===== src/rtl/gpi_filter_bank.sv =====
// Multi-channel GPI conditioner: gate, synchronise, glitch-filter and edge-detect
// each pad input, then latch qualifying edges as sticky pending flags behind one IRQ.
module gpi_filter_bank #(
    parameter int N_CH        = 8,
    parameter int SYNC_STAGES = 2,
    parameter int CNT_W       = 8
) (
    input  logic                clk_i,
    input  logic                rst_i,
    input  logic [N_CH-1:0]     pad_di_i,
    input  logic [N_CH-1:0]     ie_i,
    input  logic [CNT_W-1:0]    filt_len_i,
    input  logic [2*N_CH-1:0]   edge_mode_i,
    input  logic [N_CH-1:0]     irq_clr_i,
    output logic [N_CH-1:0]     level_o,
    output logic [N_CH-1:0]     edge_o,
    output logic [N_CH-1:0]     irq_pending_o,
    output logic                irq_o
);

    logic [N_CH-1:0]  sync_q [SYNC_STAGES];
    logic [N_CH-1:0]  s;
    logic [N_CH-1:0]  level_q;
    logic [N_CH-1:0]  edge_q;
    logic [N_CH-1:0]  pend_q;
    logic [CNT_W-1:0] cnt_q [N_CH];

    // Mode bit 0 enables rising edges, bit 1 enables falling edges.
    function automatic logic qualify_edge(input logic new_level, input logic [1:0] mode);
        return new_level ? mode[0] : mode[1];
    endfunction

    // Synchroniser: gating ahead of the first flop keeps a disabled pad from toggling it.
    always_ff @(posedge clk_i or posedge rst_i) begin
        if (rst_i) begin
            for (int i = 0; i < SYNC_STAGES; i++) sync_q[i] <= '0;
        end else begin
            sync_q[0] <= pad_di_i & ie_i;
            for (int i = 1; i < SYNC_STAGES; i++) sync_q[i] <= sync_q[i-1];
        end
    end

    assign s = sync_q[SYNC_STAGES-1];

    // Glitch filter and edge detect; >= lets a shortened L take effect on an in-flight count.
    always_ff @(posedge clk_i or posedge rst_i) begin
        if (rst_i) begin
            level_q <= '0;
            edge_q  <= '0;
            for (int c = 0; c < N_CH; c++) cnt_q[c] <= '0;
        end else begin
            for (int c = 0; c < N_CH; c++) begin
                edge_q[c] <= 1'b0;
                if (!ie_i[c]) begin
                    cnt_q[c]   <= '0;
                    level_q[c] <= 1'b0;
                end else if (s[c] == level_q[c]) begin
                    cnt_q[c] <= '0;
                end else if (cnt_q[c] >= filt_len_i) begin
                    cnt_q[c]   <= '0;
                    level_q[c] <= s[c];
                    edge_q[c]  <= qualify_edge(s[c], edge_mode_i[2*c +: 2]);
                end else begin
                    cnt_q[c] <= cnt_q[c] + CNT_W'(1);
                end
            end
        end
    end

    // Pending flags: a set in the same cycle as a clear takes precedence.
    always_ff @(posedge clk_i or posedge rst_i) begin
        if (rst_i) begin
            pend_q <= '0;
        end else begin
            pend_q <= edge_q | (pend_q & ~irq_clr_i);
        end
    end

    assign level_o       = level_q;
    assign edge_o        = edge_q;
    assign irq_pending_o = pend_q;
    assign irq_o         = |pend_q;

endmodule


===== config.mk =====
export PLATFORM = sky130hd
export DESIGN_NAME = gpi_filter_bank
export DESIGN_NICKNAME = d
export VERILOG_FILES = /design/src/rtl/gpi_filter_bank.sv
export SDC_FILE = /design/constraint.sdc
export NUM_CORES = 1
export LEC_CHECK = 0
export BUFFER_PORTS_ARGS = -buffer_cell sky130_fd_sc_hd__buf_2
export CAP_MARGIN = 20
export CORE_MARGIN = 5
export CORE_UTILIZATION = 45
export DETAILED_ROUTE_END_ITERATION = 12
export PLACE_DENSITY = 0.66
export SLEW_MARGIN = 10
export SYNTH_ARGS = -nofsm -noshare
export SYNTH_HDL_FRONTEND = slang
export SYNTH_SLANG_ARGS = --single-unit

===== constraint.sdc =====
create_clock -name clk_i -period 2.81 [get_ports clk_i]
set_input_delay 0.1405 -clock clk_i [delete_from_list [all_inputs] [get_ports clk_i]]
set_output_delay 0.1405 -clock clk_i [all_outputs]
set_load 0.01 [all_outputs]

==> reports/results.ini, run 1 <==
[floorplan]
row_count=41
die-width_um=122
start_util_pct=45.4
dieArea_um2=15000
coreArea_um2=12500
die_y_um=122
pin_count=75

[placed_design]
gp_congestion=0.820
hpwl_mm=8.28
io_buffer_count=74

[min_path]
min_to=sync_q[14]$_DFF_PP0_
whs_path_depth=2
hold_path_class=in2reg
hp-start=pad_di_i[6]

[timing]
max_freq_ghz=0.523
rsz0062_at_grt=false
worstMarginPinSlew_ns=0.838
whs_ns=0.0165
relSlewSlack_pct=43.6
fin_crit_sh_pct=68.0
setup_violations=0
min_period_ns=1.91
setup-tns-final_ns=0
fin_skew_ns=0.00560
finalHoldViolCount=0
final_max_slew_viol_count=0

[worst_setup_path]
critical_path_required_ns=2.67
worstPathMaxFanout=3
r2r-start=cnt_q[26]$_DFF_PP0_
crit_type=reg2out
startpoint_type=flop
cp_data_arrival_time_ns=1.77
ff2ff_setup_slack_ns=1.05
crit_path_end_kind=output port
r2r_cells=5
rr_endpoint=level_o[4]$_DFFE_PP0P_

[synth]
yosys.area.top_type=dfrtp_1
yosys_warnings=0
synth.avg_cell_area_um2=10.6
synth_nets=660
yosysSeqAreaShare_pct=45.8
synth_top_area_share_pct=45.8
synthTopCellsByArea=dfrtp_1 (46%), ha_1 (16%), xor2_1 (7.4%), nor2_1 (4.4%), nand3_1 (3.5%)
synth_seq_cells=104
yosysUniqueCellTypes=28
syn_area_um2=5690
synthCells=538

[route]
routed_wl_mm=11.4
wl_per_cell_um=14.1
drc=0
ant_nets=0
vias=4099
routed_via_density=5.07
drt_pre_antenna_iters=4
first_iter_violations=179

[power_and_ir_drop]
p_int_w=0.00247
power_frac_clock_pct=44.3
swShare_pct=21.3
ir_drop_mv=0.370
p_leak_nw=3.56
p_switching_w=0.000668
combPwrFrac_pct=6.9
seq_power_share_pct=48.8
power.density_nw_per_um2=469

[clock_network]
clock-sinks=104
cts_root_buffer=clkbuf_16
cts_tree=built
cts_max_path_buffers=2
clk_latency_ns=0.35
cts_htree_levels=3
clk_pin_slew_worst_paths_ns=0.07
cts_buffers=9

[global_routing]
grtUsageMet3_pct=4.61
grt_pass1_wl_mm=19.6
grt_use_met2_pct=27.8
grt-ovfl-total=0
grt_usage_pct=16.6
grt_max_degree=105
use_met1_pct=20.6
antenna_found_initial=0
grt_pass1_vias=4247
busiest_layer=met2

[finish]
num-fill-cells=1129
area_delta_synth_final_pct=17.8
final_common_cell=dfrtp_1
final_cell_mix=dfrtp_1 (104), buf_2 (74), ha_1 (72), nor2_1 (66), xor2_1 (48)
drive_gt1_share_pct=15.4
nNetsFinal=753
n_antenna_cell=0

[outcome]
status=completed

[flow_run]
drv_cap=0

[state kept, by name, summed over array words and instances (netlist names)]
signal and cells:
cnt_q 64, edge_o 8, irq_pending_o 8, level_o 8
s 8, sync_q 8
[critical path, cell delays in order, from the launching register on]
cell and delay, ns:
dfrtp_1 0.41, nor4_1 0.75, nand2_1 0.10, buf_2 0.17
[power by group through the flow]
| stage | logic (W) | clock network, W | registers (W) |
|---|---|---|---|
| after floorplan | 0.000128 | 0 | 0.00156 |
| after global placement | 0.000206 | 0 | 0.00156 |
| after detailed placement | 0.000214 | 0 | 0.00156 |
| after CTS | 0.000224 | 0.00144 | 0.00153 |
| after global routing | 0.000255 | 0.00149 | 0.00153 |
| final | 0.000217 | 0.00139 | 0.00153 |
[metal layers]
layer | share of wire (%) | vias to the layer above | routed length (um)
met2 | 48 | 87 | 5430
met3 | 5.9 | 10 | 674
li1 | - | 2055 | -
met1 | 45 | 1947 | 5140
met5 | 0 | - | 0
met4 | 1.2 | 0 | 136
[timing repair]
action / CTS / global route
hold buffers: 7 / 0
setup endpoints to repair: 0 / 0
gates resized for setup: 0 / 0
setup buffers: 0 / 0
endpoints found under the hold margin: 110 / 0
[stage by stage]
step	total power (W)	utilization, %	instances	area [um^2]	worst slack (ns)
after floorplan	0.00168	-	538	5690	1.20
after global placement	0.00177	50.3	785	6300	0.968
after detailed placement	0.00178	50.3	785	6300	0.894
after CTS	0.00320	53.5	808	6700	0.916
after global routing	0.00328	53.5	808	6700	0.766
final	0.00314	53.5	808	6700	0.898
[worst max-delay path by stage]
| stage | to | startpoint |
|---|---|---|
| finish | irq_o | irq_pending_o[6]$_DFF_PP0_ |
| detailed placement | level_o[4]$_DFFE_PP0P_ | filt_len_i[2] |
| global placement | cnt_q[35]$_DFF_PP0_ | filt_len_i[2] |
| CTS | irq_o | irq_pending_o[6]$_DFF_PP0_ |
| floorplan | level_o[5]$_DFFE_PP0P_ | cnt_q[18]$_DFF_PP0_ |
| global route | irq_o | irq_pending_o[6]$_DFF_PP0_ |
[synthesized netlist by cell type, drive strengths merged]
library cell	number
nor3b	3
a21oi	18
nor2b	5
a31oi	3
a211o	8
nor3	5
nand3	40
nand2	35
and2	14
o211ai	5
and3	19
inv	29
nor2	66
o2111ai	6
o21ai	10
a211oi	5
dfrtp	104
o211a	3
xor2	48
nor4	2
xnor2	8
nand2b	3
ha	72
mux2i	16
a21o	11
[layout make-up]
class | instances | area (um^2) | area share (%)
Multi-Input combinational cell | 405 | 2980 | 44.4
Clock inverter | 3 | 90.1 | 1.35
Inverter | 29 | 113 | 1.68
Timing Repair Buffer | 82 | 460 | 6.88
Tap cell | 172 | 215 | 3.21
Clock buffer | 13 | 240 | 3.59
Sequential cell | 104 | 2600 | 38.9
[cells by family (layout without fill, tap and decap cells)]
| group | count (synthesis) | in the layout | synth area share (%) |
|---|---|---|---|
| compound gates | 69 | 69 | 9.29 |
| xor+xnor | 56 | 56 | 8.62 |
| simple gates | 192 | 192 | 15.8 |
| mux | 16 | 16 | 2.82 |
| flops | 104 | 104 | 45.8 |
| buf+inv | 29 | 127 | 1.91 |
| fa+ha+maj | 72 | 72 | 15.8 |
Note: power is estimated with default switching activity, not from simulation.
==> run 2: changes to the inputs <==
ABC_AREA = 1   (was default)
PLACE_DENSITY = 0.63   (was 0.66)
clock period = 1.8 ns   (was 2.81 ns; I/O delays follow)
==> run 2 against run 1 <==
Net effect: first-iteration DRC count is 20% lower; combinational power is 120% higher; hold slack better by 0.090 ns; power is 55% higher; synthesized cell count is 28% higher; largest power group unchanged; critical path type is now reg2reg.
==> reports/results.ini, run 2 <==
[timing]
relSlewSlack_pct=58.4
setup_violations=0
rsz0062_at_grt=false
final_max_slew_viol_count=0
max_freq_ghz=0.662
fin_crit_sh_pct=83.9
finalHoldViolCount=0
worstMarginPinSlew_ns=0.623
fin_skew_ns=0.00849
setup-tns-final_ns=0
min_period_ns=1.51

[power_and_ir_drop]
seq_power_share_pct=49.1
ir_drop_mv=0.430
combPwrFrac_pct=9.6
p_leak_nw=3.94
swShare_pct=24.6
power_frac_clock_pct=41.3
p_total_w=0.00487
power.density_nw_per_um2=653
p_switching_w=0.00120
p_int_w=0.00367

[floorplan]
start_util_pct=45.7
row_count=42
dieArea_um2=15700
die_y_um=125
coreArea_um2=13100
pin_count=75
die-width_um=125

[clock_network]
cts_buffers=9
clk_pin_slew_worst_paths_ns=0.07
clk_latency_ns=0.36
cts_setup_buffers=0
cts_root_buffer=clkbuf_16
cts_htree_levels=3
cts_max_path_buffers=2
postCtsHoldBufs=47
cts_tree=built
clock-sinks=104
cts_resized=0

[route]
wl_per_cell_um=12.9
routed_wl_mm=13.1
first_iter_violations=144
drt_pre_antenna_iters=4
drc=0
routed_via_density=4.76
vias=4823
ant_nets=0

[synth]
synth_most_common_cell=nand2_1
synth.avg_cell_area_um2=8.68
synthTopCellsByArea=dfrtp_1 (43%), ha_1 (15%), nand2_1 (10%), nor2_1 (6.1%), inv_1 (6.0%)
async_reset_ff_share_pct=100
synth_top_area_share_pct=43.4
syn_area_um2=6000
synth_seq_cells=104
yosysUniqueCellTypes=29
yosys.area.top_type=dfrtp_1
synthCells=691
yosys_warnings=0
synth_ff_type=dfrtp_1
synthTopCellsByCount=nand2_1 (160), dfrtp_1 (104), nor2_1 (97)
yosysSeqAreaShare_pct=43.4
synth-edff-count=0
synth_nets=813

[worst_setup_path]
critPathBufInv=1
critPathSlowestCell=dfrtp_1
critical_path_required_ns=2.07
crit_type=reg2reg
crit_path_end_kind=flop
startpoint_type=flop
critical-path-top-delay-family=simple AND/OR/NAND/NOR gates
cp_cell_sequence=inv_1, ha_1, nand2_1, nand3_1, nand2_1, nand2_1, nand2_1, nand3_2, nor3_1
ff2ff_setup_slack_ns=0.29
rr_endpoint=cnt_q[11]$_DFF_PP0_
critical_path.max_stage_delay_ns=0.42
worstSetupStartpoint=cnt_q[8]$_DFF_PP0_
r2r-start=cnt_q[8]$_DFF_PP0_
crit_path_end=cnt_q[11]$_DFF_PP0_
cp_data_arrival_time_ns=1.78
worst-path-stages=9
r2r_cells=9
cp_common_cell=nand2_1
worstPathMaxFanout=8

[global_routing]
grtUsageMet3_pct=3.45
use_met1_pct=22.5
grt_pass1_vias=5107
grt_usage_pct=18.2
grt_use_met2_pct=30.8
busiest_layer=met2
grt_pass1_wl_mm=23.5
grt-ovfl-total=0
antenna_found_initial=0
grt_max_degree=37

[finish]
n_antenna_cell=0
final_cell_mix=nand2_1 (160), dfrtp_1 (104), nor2_1 (97), inv_1 (95), buf_2 (74)
nNetsFinal=954
largest-register=cnt_q
drive_gt1_share_pct=16.0
largest_reg_flops=64
fin_cells=1013
area_delta_synth_final_pct=24.3
final_common_cell=nand2_1

[min_path]
hold_path_class=in2reg
hp-start=edge_mode_i[3]
whs_path_depth=5

[placed_design]
io_buffer_count=74
dp_cells=950
gp_congestion=0.825
hpwl_mm=9.70

[outcome]
status=completed

[flow_run]
drv_cap=0

==> run 2: cell types whose count changed in the layout (fill, tap and decap cells not counted), sizes merged, moves of 18 or more <==
cell         previous run  this run
nand2                  35       164
dlygate4sd3             7        47
inv                    28       100
xor2                   48        30
nor2                   66       107
and3                   19         0
==> run 2: routing by layer <==
metal / vias up / part of all wire (%) / wire (um)
li1: 2468 / - / -
met1: 2234 / 45 / 5890
met2: 89 / 48 / 6280
met3: 32 / 4.1 / 532
met4: 0 / 3.2 / 414
met5: - / 0 / 0
==> run 2: stage by stage <==
stage	hold slack (ns)	cell area (um^2)	utilization (%)	worst slack, ns
6_report	0.106	7460	56.8	0.290
5_1_grt	0.135	7460	56.8	0.135
4_1_cts	0.0851	7460	56.8	0.281
3_5_place_dp	0.210	6690	50.9	0.184
3_3_place_gp	0.206	6690	50.9	0.241
2_1_floorplan	0.186	6000	-	0.439
==> run 2: how the worst min path moves through the flow <==
| stage | to | slack, ns |
|---|---|---|
| finish | edge_o[1]$_DFF_PP0_ | 0.11 |
| global route | edge_o[1]$_DFF_PP0_ | 0.14 |
| CTS | edge_o[1]$_DFF_PP0_ | 0.09 |
| detailed placement | irq_pending_o[7]$_DFF_PP0_ | 0.21 |
| global placement | irq_pending_o[5]$_DFF_PP0_ | 0.21 |
| floorplan | irq_pending_o[3]$_DFF_PP0_ | 0.19 |
==> run 2: power groups by stage <==
stage | clock network [W] | logic (W) | registers (W)
2_1_floorplan | 0 | 0.000232 | 0.00243
3_3_place_gp | 0 | 0.000378 | 0.00243
3_5_place_dp | 0 | 0.000396 | 0.00243
4_1_cts | 0.00206 | 0.000476 | 0.00239
5_1_grt | 0.00217 | 0.000546 | 0.00239
6_report | 0.00201 | 0.000469 | 0.00239
==> run 2: layout make-up <==
type / count / area (um^2)
fill: 1184 / 5680
multi-input combinational: 489 / 3030
sequential: 104 / 2600
timing repair buffer: 130 / 933
inverter: 98 / 372
clock buffer: 9 / 225
tap: 176 / 220
clock inverter: 7 / 77.6
==> run 2: kinds of logic after synthesis <==
kind of cell               share of synthesized area [%]
and+or+nand+nor                                     25.6
DFF                                                 43.4
buffers and inverters                               6.13
adders and majority gates                           15.0
AOI/OAI and AO/OA                                   4.19
xor gates and xnor gates                            5.69
==> run 2: worst register-to-register path, cell delays in order, from the launching register on <==
cell and delay, ns:
dfrtp_1 0.42, inv_1 0.07, ha_1 0.26, nand2_1 0.06
nand3_1 0.08, nand2_1 0.06, nand2_1 0.06, nand2_1 0.09
nand3_2 0.16, nor3_1 0.17
